File: src/rtl/instruction_fetch_unit.sv
// Fetch stage: owns the PC and IR, computes the next PC, decodes the IR into fields,
// and freezes fetch on a halt opcode or an illegal next PC until reset.
module instruction_fetch_unit #(
    parameter int unsigned MEM_BYTES = 128,
    parameter logic [31:0] RESET_PC  = 32'h0000_0000,
    parameter logic [5:0]  HALT_OP   = 6'b111111
) (
    input  logic        CLK,
    input  logic        Reset,
    input  logic        PCWre,
    input  logic        IRWre,
    input  logic [1:0]  PCSrc,
    input  logic [31:0] RegRs,
    input  logic [31:0] IDataIn,
    output logic [31:0] IAddr,
    output logic        RW,
    output logic [31:0] IR,
    output logic [5:0]  op,
    output logic [4:0]  rs,
    output logic [4:0]  rt,
    output logic [4:0]  rd,
    output logic [15:0] Immediate,
    output logic [4:0]  Sa,
    output logic [31:0] PC4,
    output logic [31:0] JumpPC,
    output logic        Halted,
    output logic        Fault
);

    typedef enum logic [1:0] {
        RUN   = 2'd0,
        HALT  = 2'd1,
        FAULT = 2'd2
    } state_t;

    localparam logic [31:0] MEM_LIMIT = 32'(MEM_BYTES);

    state_t      state_q, state_d;
    logic [31:0] pc_q, pc_d;
    logic [31:0] ir_q, ir_d;

    logic [31:0] pc4;
    logic [31:0] branch_pc;
    logic [31:0] jump_pc;
    logic [31:0] next_pc;
    logic [31:0] next_pc_last;
    logic        next_legal;

    // Next-PC candidates always come from the pre-edge PC and IR.
    always_comb begin
        pc4          = pc_q + 32'd4;
        branch_pc    = pc4 + {{14{ir_q[15]}}, ir_q[15:0], 2'b00};
        jump_pc      = {pc4[31:28], ir_q[25:0], 2'b00};
        next_pc      = pc4;
        case (PCSrc)
            2'b00:   next_pc = pc4;
            2'b01:   next_pc = branch_pc;
            2'b10:   next_pc = RegRs;
            2'b11:   next_pc = jump_pc;
            default: next_pc = pc4;
        endcase
        // Last byte of the word must be in memory; a wrapped sum is huge and fails here.
        next_pc_last = next_pc + 32'd3;
        next_legal   = (next_pc[1:0] == 2'b00) && (next_pc_last < MEM_LIMIT);
    end

    always_comb begin
        state_d = state_q;
        pc_d    = pc_q;
        ir_d    = ir_q;
        case (state_q)
            RUN: begin
                if (IRWre) begin
                    ir_d = IDataIn;
                    if (IDataIn[31:26] == HALT_OP) begin
                        state_d = HALT;
                    end
                end
                // Evaluated after the halt check so a fault on the same edge wins.
                if (PCWre) begin
                    if (next_legal) begin
                        pc_d = next_pc;
                    end else begin
                        state_d = FAULT;
                    end
                end
            end
            default: begin
            end
        endcase
    end

    always_ff @(posedge CLK or posedge Reset) begin
        if (Reset) begin
            state_q <= RUN;
            pc_q    <= RESET_PC;
            ir_q    <= 32'd0;
        end else begin
            state_q <= state_d;
            pc_q    <= pc_d;
            ir_q    <= ir_d;
        end
    end

    assign IAddr     = pc_q;
    assign RW        = (state_q == RUN);
    assign Halted    = (state_q == HALT);
    assign Fault     = (state_q == FAULT);
    assign IR        = ir_q;
    assign op        = ir_q[31:26];
    assign rs        = ir_q[25:21];
    assign rt        = ir_q[20:16];
    assign rd        = ir_q[15:11];
    assign Immediate = ir_q[15:0];
    assign Sa        = ir_q[10:6];
    assign PC4       = pc4;
    assign JumpPC    = jump_pc;

endmodule

File: config.mk
export PLATFORM = sky130hd
export DESIGN_NAME = instruction_fetch_unit
export DESIGN_NICKNAME = d
export VERILOG_FILES = /design/src/rtl/instruction_fetch_unit.sv
export SDC_FILE = /design/constraint.sdc
export NUM_CORES = 1
export LEC_CHECK = 0
export ABC_AREA = 1
export ABC_CLOCK_PERIOD_IN_PS = 6200
export CAP_MARGIN = 5
export CORE_AREA = 4 4 139 141
export CTS_BUF_LIST = sky130_fd_sc_hd__clkbuf_4 sky130_fd_sc_hd__clkbuf_8 sky130_fd_sc_hd__clkbuf_16
export DETAILED_ROUTE_END_ITERATION = 8
export DIE_AREA = 0 0 143 145
export GPL_ROUTABILITY_DRIVEN = 0
export PLACE_DENSITY_LB_ADDON = 0.12
export SYNTH_ARGS = -nofsm -noshare
export SYNTH_HDL_FRONTEND = slang
export SYNTH_SLANG_ARGS = --single-unit
export TNS_END_PERCENT = 20
File: constraint.sdc
create_clock -name CLK -period 6.2 [get_ports CLK]
set_input_delay 0.93 -clock CLK [delete_from_list [all_inputs] [get_ports CLK]]
set_output_delay 0.93 -clock CLK [all_outputs]
set_load 0.1 [all_outputs]
==> PnR_summary.wiki, run 1 <==
{| class="wikitable"
! Metric !! Value
|-
| Postcts setup bufs || 0
|-
| Post-synth design cell area || roughly 8100 µm²
|-
| Count of antenna diodes in the layout || 0
|-
| Avg Synthesized Cell Area || around 5.7 µm²
|-
| Final Skew || slightly above 0.008 ns
|-
| Fraction of the core area covered by cells at the end of the flow || 0.581
|-
| Routed Wire Length || between 20000 and 30000 µm
|-
| Worst vdd ir || approximately 0.13 mV
|-
| Boundary pin count || about 240
|-
| Area share of the largest cell type after synthesis || 0.253
|-
| Worst EP required || around 6.4 ns
|-
| Leak pwr || between 0.005 and 0.006 µW
|-
| Overall track demand over capacity in global routing || 0.269
|-
| 1st-pass router iterations || 8
|-
| Maximum net fanout on the critical path || 32
|-
| Minimum clock period after layout || a little over 5 ns
|-
| Share of synthesized registers carrying an async set or reset || 1.00
|-
| Synth area leaders || sky130_fd_sc_hd__nand2_1, sky130_fd_sc_hd__dfrtp_1, sky130_fd_sc_hd__inv_1
|-
| CP Launch Point || IAddr[9]
|-
| Post-CTS clock slew at the launch and capture registers of the worst setup and hold paths || around 0.070 ns
|-
| Buffers on Ports || 240
|-
| Average wire length per cell after detail routing || 15.6 µm
|-
| Net count of the finished layout || 1685
|-
| Net switching power of the design || 324 µW
|-
| Simple logic cell fraction of the synthesized area || 0.472
|-
| Vias per std cell || just over 5
|-
| Register-to-Register Path Depth || 26
|-
| Post-synth EDFFs || 0
|-
| Combinational family with the most area after synthesis || simple AND/OR/NAND/NOR gates
|-
| Routed wire length on met3 || ~2000 µm
|-
| Num rows || 49
|-
| Routed length on met2 || approximately 13000 µm
|-
| CTS Sinks || 66
|-
| Cell accounting for the most synthesized area || sky130_fd_sc_hd__nand2_1
|-
| PwrDens || about 110 nW/µm²
|-
| Clock share of power || 0.488
|-
| Top cells by count, synth || sky130_fd_sc_hd__nand2_1, sky130_fd_sc_hd__inv_1, sky130_fd_sc_hd__nand3_1
|-
| Worst Hold Launch || IR[26]
|-
| Compound-Gate Fraction of Synth Area || 0.0595
|-
| Final setup violation count || 0
|-
| Floorplan die area || 20700 µm²
|-
| Worst min-delay path category || reg -> reg
|-
| Startpoint of the lowest-slack register-to-register path || IAddr[9]
|-
| Worst skew pair latency || 0.34 ns
|-
| Hpwl dp || around 23000 µm
|-
| Final hold violation count || 0
|-
| TritonCTS clock tree || built
|-
| WHS Path Cells || 2
|-
| YS warnings || 0
|-
| Number of gates given a new drive strength after cts || 0
|-
| # H-tree levels || 3
|-
| Element type at the critical path start || flop
|-
| Switching power as a share of total power || 0.274
|-
| Height of the die || 145 µm
|-
| Number of hold buffers added after CTS || 0
|-
| Worst slew pin tran || between 1 and 1.5 ns
|-
| Ys flop type || sky130_fd_sc_hd__dfrtp_1
|-
| RSZ-0062 raised after global routing || no
|-
| Mux share of post-synthesis cell area || 0
|-
| Total CTS buffers || 9
|-
| Cell internal pwr || ~860 µW
|-
| Most frequent cell after synthesis || sky130_fd_sc_hd__nand2_1
|-
| Sum of negative setup slack || 0 ns
|-
| Pin count of the biggest net entering global routing || 67
|-
| GRT overflow || 0
|-
| Starting utilization of the core area || 0.449
|-
| Proportion of layout cells with a drive suffix above 1 || 0.0403
|-
| Syn-to-layout area delta || 29.3%
|-
| Mapped Cells || between 1000 and 1500
|-
| Yosys cell types || 42
|-
| CP arrival || between 5 and 6 ns
|-
| Final slew viol count || 0
|-
| Via count of the first global-routing pass || 8583
|-
| Highest layer used for signal routing || met4
|-
| Worst-case clock buffer depth || 2
|-
| Setup crit end kind || flop
|-
| Sequential area share after synthesis || 0.205
|-
| Critical path type || reg -> reg
|-
| Number of antenna violations at the first check in global routing || 0
|-
| Yosys reg bits || 66
|-
| Parity-gate share of the synthesized area counting xor and xnor cells || 0.0130
|-
| Period utilization || 0.834
|-
| MaxCap Viol Count || 0
|-
| Metal1 wirelength || about 12000 µm
|-
| F_max || ~0.19 GHz
|-
| Cell at the root of the clock tree || sky130_fd_sc_hd__clkbuf_16
|-
| Drc violations || 0
|-
| Comb power frac || 0.149
|-
| Detailed Route Iter0 Violations || approximately 600
|-
| Vias || 9207
|-
| Number of routed nets with antenna violations || 0
|-
| Core Footprint || roughly 18000 µm²
|-
| Die Width || roughly 140 µm
|-
| Rel. slew slack || 0.315
|-
| Wire length of the first global-routing pass || roughly 45000 µm
|-
| Status || finished, final reports clean
|-
| Adder and majority cell fraction of the synthesized area || 0.0521
|-
| Filler cell count in the final layout || about 1800
|-
| Reg power frac || 0.364
|}
-- cell usage in the layout, fill, tap and decap left out, drive strengths merged, types with 8 or more instances in the layout --
master | synthesis | routed
a21oi | 26 | 26
a221oi | 8 | 8
and2 | 8 | 8
clkbuf | 7 | 10
clkdlybuf4s50 | 0 | 240
dfrtp | 66 | 66
ha | 32 | 32
inv | 240 | 241
nand2 | 549 | 549
nand3 | 140 | 140
nand3b | 9 | 9
nand4 | 28 | 28
nor2 | 128 | 128
nor3 | 18 | 18
o21ai | 44 | 44
xor2 | 10 | 10
-- path summary, 6_finish.rpt --
path                       slack [ns]        end
setup / recovery                 1.03  IAddr[19]
hold reg to reg                  0.51     IR[26]
max in group asynchronous        4.50  IAddr[26]
hold / removal                   0.51     IR[26]
setup reg to reg                 1.03  IAddr[19]
min in group asynchronous        1.15     IR[26]
-- layer usage --
| layer | vias up | track usage |
|---|---|---|
| li1 | 4656 | - |
| met1 | 4158 | 0.363 |
| met2 | 356 | 0.445 |
| met3 | 37 | 0.0375 |
| met4 | 0 | 0.0841 |
| met5 | - | 0 |
-- per-stage QoR --
| stage | cells | power [µW] | hold slack [ns] | area [µm²] | setup slack (ns) |
|---|---|---|---|---|---|
| detailed placement | 1800 | 613 | 0.500 | 10100 | 0.863 |
| global placement | 1800 | 612 | 0.492 | 10100 | 0.875 |
| floorplan | 1423 | 541 | 0.495 | 8090 | 0.0603 |
| finish | 1816 | 1180 | 0.508 | 10400 | 1.03 |
| CTS | 1816 | 1200 | 0.516 | 10400 | 1.16 |
| global route | 1816 | 1230 | 0.538 | 10400 | 0.666 |
-- critical path, stage by stage, from the launching register on --
cell                       delay [ns]
sky130_fd_sc_hd__dfrtp_1         0.48
sky130_fd_sc_hd__nand2_1         0.13
sky130_fd_sc_hd__nor2_1          0.31
sky130_fd_sc_hd__nand2_1         0.09
sky130_fd_sc_hd__nor2_1          0.30
sky130_fd_sc_hd__nor2_1          0.10
sky130_fd_sc_hd__nor2_1          0.39
sky130_fd_sc_hd__ha_1            0.36
sky130_fd_sc_hd__nand2_1         0.12
sky130_fd_sc_hd__nor2_1          0.09
sky130_fd_sc_hd__and2_1          0.19
sky130_fd_sc_hd__nand2_1         0.08
sky130_fd_sc_hd__nand3_1         0.15
sky130_fd_sc_hd__nand2_1         0.09
sky130_fd_sc_hd__nand3_1         0.08
sky130_fd_sc_hd__a21boi_1        0.31
sky130_fd_sc_hd__nand3_1         0.18
sky130_fd_sc_hd__nor2_4          0.18
sky130_fd_sc_hd__nand2_2         0.10
sky130_fd_sc_hd__nor2_4          0.13
sky130_fd_sc_hd__nand3_1         0.09
sky130_fd_sc_hd__nand2_1         0.08
sky130_fd_sc_hd__nand2_1         0.08
sky130_fd_sc_hd__nor3_4          0.33
sky130_fd_sc_hd__nand3_4         0.37
sky130_fd_sc_hd__nand2_1         0.19
sky130_fd_sc_hd__inv_1           0.06
-- power groups by stage --
stage	clock, µW	sequential [µW]	combinational, µW
3_5_place_dp	0	439	174
4_1_cts	592	431	175
2_1_floorplan	0	439	102
3_3_place_gp	0	439	174
5_1_grt	607	430	196
6_report	578	431	176
-- state kept, by name, indices dropped and copies added (netlist names) --
register	count
state_q	2
IR	32
IAddr	32
-- cell type report --
cell class,count,area [µm²],share of cell area
Multi-Input combinational cell,1020,4830,0.463
Clock buffer,10,233,0.0223
Inverter,240,903,0.0866
Timing Repair Buffer,245,2440,0.234
Clock inverter,6,90.1,0.00863
Tap cell,229,287,0.0275
Sequential cell,66,1650,0.158
-- cell families (layout without fill, tap and decap cells) --
group	after synthesis	count (layout)
adders and majority gates	33	33
DFF	66	66
and+or+nand+nor	887	887
xor gates and xnor gates	12	12
buffers and inverters	337	501
other	1	2
AOI/OAI and AO/OA	86	86
No activity file was read; power rests on OpenSTA's default activity.
==> run 2, diff against run 1 <==
- ABC_CLOCK_PERIOD_IN_PS: 6200 -> 4900
- clock period: 6.2 -> 4.9 ns (I/O delays scaled with it)
==> run 2 against run 1 <==
Net effect: clock skew grew 0.0043 ns; clock-buffer cell count shrank 1; cell area grew 4.5%; the flow now finishes with violations (capacitance limit, slew limit); worst hold slack gained 0.00071 ns.
==> PnR_summary.wiki, run 2 (synthesis results as in run 1) <==
{| class="wikitable"
! Metric !! Value
|-
| Setup crit end kind || flop (unchanged)
|-
| Height of the die || 145 µm (unchanged)
|-
| Pin count of the biggest net entering global routing || 43 (was 67)
|-
| Via count of the first global-routing pass || 8928 (was 8583)
|-
| Core Footprint || 18000 µm² (unchanged)
|-
| Starting utilization of the core area || 0.449 (unchanged)
|-
| Worst skew pair latency || 0.35 ns (was 0.34 ns)
|-
| Element type at the critical path start || flop (unchanged)
|-
| Boundary pin count || 243 (unchanged)
|-
| Average wire length per cell after detail routing || 16.4 µm (was 15.6 µm)
|-
| Routed Wire Length || 30100 µm (was 28300 µm)
|-
| Minimum clock period after layout || 4.65 ns (was 5.17 ns)
|-
| Worst vdd ir || 0.164 mV (was 0.130 mV)
|-
| Worst min-delay path category || reg -> reg (unchanged)
|-
| Slack of the worst reg-to-reg path || 0.25 ns (was 1.03 ns)
|-
| Syn-to-layout area delta || 35.1% (was 29.3%)
|-
| Die Width || 143 µm (unchanged)
|-
| Count of antenna diodes in the layout || 0 (unchanged)
|-
| Violations in the final reports || capacitance limit, slew limit
|-
| Period utilization || 0.950 (was 0.834)
|-
| Drc violations || 0 (unchanged)
|-
| Detailed Route Iter0 Violations || 716 (was 608)
|-
| Worst-case clock buffer depth || 2 (unchanged)
|-
| PwrDens || 135 nW/µm² (was 113 nW/µm²)
|-
| Highest cell delay on the worst timing path || 0.43 ns (was 0.48 ns)
|-
| TritonCTS clock tree || built (unchanged)
|-
| Master of the slowest instance on the critical path || sky130_fd_sc_hd__dfrtp_2 (was sky130_fd_sc_hd__dfrtp_1)
|-
| Met3 global-route usage || 0.0540 (was 0.0375)
|-
| Top library cells by usage in the layout, fill and taps aside || sky130_fd_sc_hd__nand2_1, sky130_fd_sc_hd__clkdlybuf4s50_1, sky130_fd_sc_hd__inv_1 (unchanged)
|-
| Final hold violation count || 0 (unchanged)
|-
| Area after detailed placement || 10300 µm² (was 10100 µm²)
|-
| Post-CTS clock slew at the launch and capture registers of the worst setup and hold paths || 0.06 ns (was 0.07 ns)
|-
| 1st-pass router iterations || 5 (was 8)
|-
| Buffers on Ports || 240 (unchanged)
|-
| Cell type with the highest occurrence count on the critical path || sky130_fd_sc_hd__nand2_1 (unchanged)
|-
| Vias per std cell || 5.16 (was 5.07)
|-
| Final setup violation count || 0 (unchanged)
|-
| Met2 GRT Util || 0.459 (was 0.445)
|-
| Comb power frac || 0.161 (was 0.149)
|-
| Total CTS buffers || 9 (unchanged)
|-
| Final slew viol count || 10 (was 0)
|-
| Status || finished, violations left (was finished, final reports clean)
|-
| Rel. slew slack || -0.229 (was 0.315)
|-
| MaxCap Viol Count || 1 (was 0)
|-
| Total power || 1470 µW (was 1180 µW)
|-
| # H-tree levels || 3 (unchanged)
|-
| Hpwl dp || 24000 µm (was 23300 µm)
|-
| Final Skew || 0.0123 ns (was 0.00804 ns)
|-
| Cell at the root of the clock tree || sky130_fd_sc_hd__clkbuf_16 (unchanged)
|-
| Critical path type || reg -> reg (unchanged)
|-
| Worst EP required || 5.14 ns (was 6.43 ns)
|-
| Met1 demand-to-capacity share in global routing || 0.367 (was 0.363)
|-
| CTS Sinks || 66 (unchanged)
|-
| Number of antenna violations at the first check in global routing || 0 (unchanged)
|-
| Overall track demand over capacity in global routing || 0.282 (was 0.269)
|-
| Wire length of the first global-routing pass || 46700 µm (was 44800 µm)
|-
| GRT busiest layer || met2 (unchanged)
|-
| GRT overflow || 0 (unchanged)
|-
| Net switching power of the design || 429 µW (was 324 µW)
|-
| F_max || 0.215 GHz (was 0.193 GHz)
|-
| Reg power frac || 0.370 (was 0.364)
|-
| Clock share of power || 0.469 (was 0.488)
|-
| Leading cell type in the layout, fill and taps excluded || sky130_fd_sc_hd__nand2_1 (unchanged)
|-
| Vias || 9461 (was 9207)
|-
| CP arrival || 4.89 ns (was 5.41 ns)
|-
| Floorplan die area || 20700 µm² (unchanged)
|-
| Num rows || 49 (unchanged)
|-
| Switching power as a share of total power || 0.291 (was 0.274)
|-
| Number of routed nets with antenna violations || 0 (unchanged)
|-
| Leak pwr || 0.00574 µW (was 0.00566 µW)
|-
| Net count of the finished layout || 1702 (was 1685)
|-
| Worst slew pin tran || 1.84 ns (was 1.02 ns)
|-
| Cell internal pwr || 1040 µW (was 860 µW)
|-
| Cell area after layout || 10900 µm² (was 10400 µm²)
|-
| Maximum net fanout on the critical path || 8 (was 32)
|-
| Proportion of layout cells with a drive suffix above 1 || 0.0960 (was 0.0403)
|}
## run 2: cell types whose count changed in the layout (fill, tap and decap cells not counted), moves of 7 or more
| cell | previous run | this run |
|---|---|---|
| sky130_fd_sc_hd__buf_4 | 5 | 19 |
| sky130_fd_sc_hd__nand2_2 | 5 | 13 |
| sky130_fd_sc_hd__nand2_1 | 544 | 536 |
| sky130_fd_sc_hd__dfrtp_2 | 0 | 21 |
| sky130_fd_sc_hd__nor2_4 | 7 | 14 |
| sky130_fd_sc_hd__dfrtp_1 | 66 | 45 |
| sky130_fd_sc_hd__nor2_2 | 7 | 15 |
| sky130_fd_sc_hd__nor2_1 | 114 | 99 |
## run 2: what timing repair did
item / 4_1_cts / 5_1_grt
endpoints found under the setup margin: 0 / 34
buffers inserted: 0 / 11
hold buffers: 0 / 0
gates resized for setup: 0 / 30
## run 2: power by group through the flow
stage               combinational [µW]  sequential, µW  clock, µW
detailed placement                 227             555          0
floorplan                          130             555          0
CTS                                228             545        704
finish                             237             545        691
global placement                   225             555          0
global route                       260             544        726
## run 2: through the flow
step                      worst slack, ns  setup TNS, ns  instances   util  hold WS [ns]
after floorplan                   0.00566              0       1423      -         0.495
after detailed placement           0.0769              0       1803  0.576         0.498
final                               0.245              0       1833  0.607         0.508
after global placement              0.213              0       1803  0.576         0.488
after CTS                          0.0530              0       1819  0.593         0.516
after global routing              -0.0861         -0.920       1833  0.607         0.550
## run 2: critical path, delay by kind of cell (launching register included)
kind	cells	cell delay (ns)
XOR/XNOR	1	0.24
flip-flops	1	0.43
AND/OR/NAND/NOR	22	2.95
buffers and inverters	4	0.42
adder cells (fa/ha/maj)	2	0.49
## run 2: layer usage
metal  up-vias  routed length, µm  part of all wire
met1      4287              12500              0.41
met3        76               2300             0.076
met5         -                  0                 0
met2       403              14100              0.47
met4         0               1280             0.042
li1       4695                  -                 -
## run 2: layout make-up
cell class | instances | area, µm²
clock buffer | 9 | 225
clock inverter | 7 | 83.8
fill | 1785 | 7060
inverter | 240 | 915
multi-input combinational | 1023 | 5160
sequential | 66 | 1680
tap | 229 | 287
timing repair buffer | 259 | 2550
## run 2: path summary, 6_finish.rpt
kind,from,to,cells after the start
min in group asynchronous,Reset,IR[26],2
max in group asynchronous,Reset,IAddr[19],3
worst max register to register,IAddr[2],IAddr[15],29
worst min register to register,IR[26],IR[26],2
worst min-delay path,IR[26],IR[26],2
worst max-delay path,IAddr[2],IAddr[15],29
==> run 3, diff against run 2 <==
- CAP_MARGIN: 5 -> 25
- CELL_PAD_IN_SITES_DETAIL_PLACEMENT: not set -> 0
- CELL_PAD_IN_SITES_GLOBAL_PLACEMENT: not set -> 2
- CORE_AREA: 4 4 139 141 -> 4 4 189 191
- DIE_AREA: 0 0 143 145 -> 0 0 193 195
- RECOVER_POWER: not set -> 100
==> run 3 against run 2 <==
Net effect: the run still ends with capacitance limit, slew limit left; via count down 2.6%; sequential power about the same; critical path depth down 2; fmax increased by 3.8%; clock-buffer cell count increased by 1; total power is 4.7% higher; global-route usage fell by 8.2 points; sequential share of layout area down 0.61 points; routed wire length is 25% higher; die area rose by 82%; critical endpoint is now IAddr[12].
==> PnR_summary.wiki, run 3 (synthesis results as in run 1) <==
{| class="wikitable"
! Metric !! Value
|-
| Register-to-Register Path Depth || 27 (was 29)
|-
| Syn-to-layout area delta || 40.7% (was 35.1%)
|-
| Period utilization || 0.915 (was 0.950)
|-
| Leading cell type in the layout, fill and taps excluded || sky130_fd_sc_hd__nand2_1 (unchanged)
|-
| Worst-case hold slack || 0.507 ns (was 0.508 ns)
|-
| Leak pwr || 0.00618 µW (was 0.00574 µW)
|-
| Worst-case clock buffer depth || 2 (unchanged)
|-
| Slack of the worst reg-to-reg path || 0.42 ns (was 0.25 ns)
|-
| CP arrival || 4.72 ns (was 4.89 ns)
|-
| Critical path type || reg -> reg (unchanged)
|-
| Die Width || 193 µm (was 143 µm)
|-
| Final hold violation count || 0 (unchanged)
|-
| Sum of negative setup slack || 0 ns (unchanged)
|-
| CP Launch Point || IAddr[16] (was IAddr[2])
|-
| Vias || 9216 (was 9461)
|-
| Highest cell delay on the worst timing path || 0.40 ns (was 0.43 ns)
|-
| GRT overflow || 0 (unchanged)
|-
| Pin count of the biggest net entering global routing || 43 (unchanged)
|-
| Element type at the critical path start || flop (unchanged)
|-
| MaxCap Viol Count || 3 (was 1)
|-
| Master of the slowest instance on the critical path || sky130_fd_sc_hd__dfrtp_2 (unchanged)
|-
| Number of antenna violations at the first check in global routing || 0 (unchanged)
|-
| WHS Path Cells || 2 (unchanged)
|-
| Worst skew pair latency || 0.36 ns (was 0.35 ns)
|-
| Buffers on Ports || 240 (unchanged)
|-
| Worst min-delay path category || reg -> reg (unchanged)
|-
| Final setup violation count || 0 (unchanged)
|-
| Floorplan die area || 37600 µm² (was 20700 µm²)
|-
| Count of antenna diodes in the layout || 0 (unchanged)
|-
| Proportion of layout cells with a drive suffix above 1 || 0.106 (was 0.0960)
|-
| Via count of the first global-routing pass || 9299 (was 8928)
|-
| Maximum net fanout on the critical path || 32 (was 8)
|-
| Worst slew pin tran || 2.16 ns (was 1.84 ns)
|-
| Cell type with the highest occurrence count on the critical path || sky130_fd_sc_hd__nand2_1 (unchanged)
|-
| 1st-pass router iterations || 5 (unchanged)
|-
| Core Footprint || 34100 µm² (was 18000 µm²)
|-
| Num rows || 68 (was 49)
|-
| TritonCTS clock tree || built (unchanged)
|-
| Rel. slew slack || -0.438 (was -0.229)
|-
| CTS Sinks || 66 (unchanged)
|-
| Net count of the finished layout || 1728 (was 1702)
|-
| Height of the die || 195 µm (was 145 µm)
|-
| Violations in the final reports || capacitance limit, slew limit (unchanged)
|-
| Vias per std cell || 4.42 (was 5.16)
|-
| Final Skew || 0.0187 ns (was 0.0123 ns)
|-
| Detailed Route Iter0 Violations || 669 (was 716)
|-
| Number of cells after detailed placement || 2064 (was 1803)
|-
| Setup crit end kind || flop (unchanged)
|-
| Worst EP required || 5.14 ns (about the same)
|-
| Boundary pin count || 243 (unchanged)
|-
| Final slew viol count || 112 (was 10)
|-
| Drc violations || 0 (unchanged)
|-
| Worst vdd ir || 0.153 mV (was 0.164 mV)
|-
| Top library cells by usage in the layout, fill and taps aside || sky130_fd_sc_hd__nand2_1, sky130_fd_sc_hd__inv_1, sky130_fd_sc_hd__dlygate4sd3_1 (was sky130_fd_sc_hd__nand2_1, sky130_fd_sc_hd__clkdlybuf4s50_1, sky130_fd_sc_hd__inv_1)
|-
| Worst Hold Launch || IR[30] (was IR[26])
|-
| # H-tree levels || 3 (unchanged)
|-
| Startpoint of the lowest-slack register-to-register path || IAddr[16] (was IAddr[2])
|-
| Average wire length per cell after detail routing || 18.0 µm (was 16.4 µm)
|-
| Number of hold buffers added after CTS || 0 (unchanged)
|-
| Routed Wire Length || 37600 µm (was 30100 µm)
|-
| Non-filler instance count after layout || 2085 (was 1833)
|-
| Starting utilization of the core area || 0.237 (was 0.449)
|-
| Fraction of the core area covered by cells at the end of the flow || 0.333 (was 0.607)
|-
| Overall track demand over capacity in global routing || 0.199 (was 0.282)
|-
| Status || finished, violations left (unchanged)
|-
| Number of routed nets with antenna violations || 0 (unchanged)
|-
| Post-CTS clock slew at the launch and capture registers of the worst setup and hold paths || 0.06 ns (about the same)
|-
| F_max || 0.223 GHz (was 0.215 GHz)
|-
| Cell at the root of the clock tree || sky130_fd_sc_hd__clkbuf_16 (unchanged)
|-
| PwrDens || 136 nW/µm² (was 135 nW/µm²)
|-
| Wire length of the first global-routing pass || 56400 µm (was 46700 µm)
|-
| Total CTS buffers || 9 (unchanged)
|-
| Worst reg2reg endpoint || IAddr[12] (was IAddr[15])
|-
| Hpwl dp || 32000 µm (was 24000 µm)
|-
| End of the worst hold path || IR[30] (was IR[26])
|-
| Minimum clock period after layout || 4.48 ns (was 4.65 ns)
|}
==> run 3: changes by cell type in the layout (fill, tap and decap cells not counted), sizes merged, moves of 3 or more <==
cell / delta
buf: +28
inv: -11
clkbuf: +4
clkdlybuf4s50: -172
nand3: -3
clkinv: +8
dlygate4sd3: +170
==> run 3: report_power, final <==
part	total (µW)	switching (µW)	leakage (µW)	internal [µW]
combinational	247	149	0.00519	98.0
sequential	545	0.0000691	0.000825	545
clock	750	289	0.000159	461
==> run 3: timing repair <==
action | in CTS | in global routing
hold endpoints to repair | 0 | 0
buffers inserted | 0 | 5
endpoints found under the setup margin | 0 | 34
resized for setup | 0 | 24
==> run 3: how the worst max path moves through the flow <==
stage	endpoint	slack, ns	cells after the start
floorplan	IAddr[2]	0.006	29
global placement	IAddr[2]	0.002	29
detailed placement	state_q[1]	0.06	29
CTS	IAddr[5]	0.03	29
global route	IAddr[13]	-0.001	28
finish	IAddr[12]	0.42	27
==> run 3: stage by stage <==
| stage | total power, µW | worst slack (ns) | area, µm² |
|---|---|---|---|
| final | 1540 | 0.417 | 11400 |
| after detailed placement | 802 | 0.0568 | 10900 |
| after global placement | 804 | 0.00233 | 10900 |
| after CTS | 1560 | 0.0343 | 11200 |
| after floorplan | 685 | 0.00566 | 8300 |
| after global routing | 1610 | -0.00109 | 11400 |
==> run 3: final cells by class <==
class                   instances  area (µm²)
flip-flops and latches         66        1680
clock buffers                  10         239
multi-input cells            1020        5090
clock inverters                 6        90.1
repair buffers                288        2770
inverters                     240         916
well taps                     455         569
fillers                      3825       22800
==> run 3: critical path: cells and delay by family, from the launching register on <==
kind	cells	cell delay, ns
xor+xnor	2	0.47
buf+inv	5	0.58
flops	1	0.40
fa+ha+maj	1	0.40
simple gates	19	2.50
==> run 3: per-layer routing <==
metal	track usage	wire length (µm)	vias up
met5	0	0	-
met4	0.0493	761	0
met3	0.0240	1130	31
met2	0.328	17400	201
met1	0.279	18300	4250
li1	-	-	4734
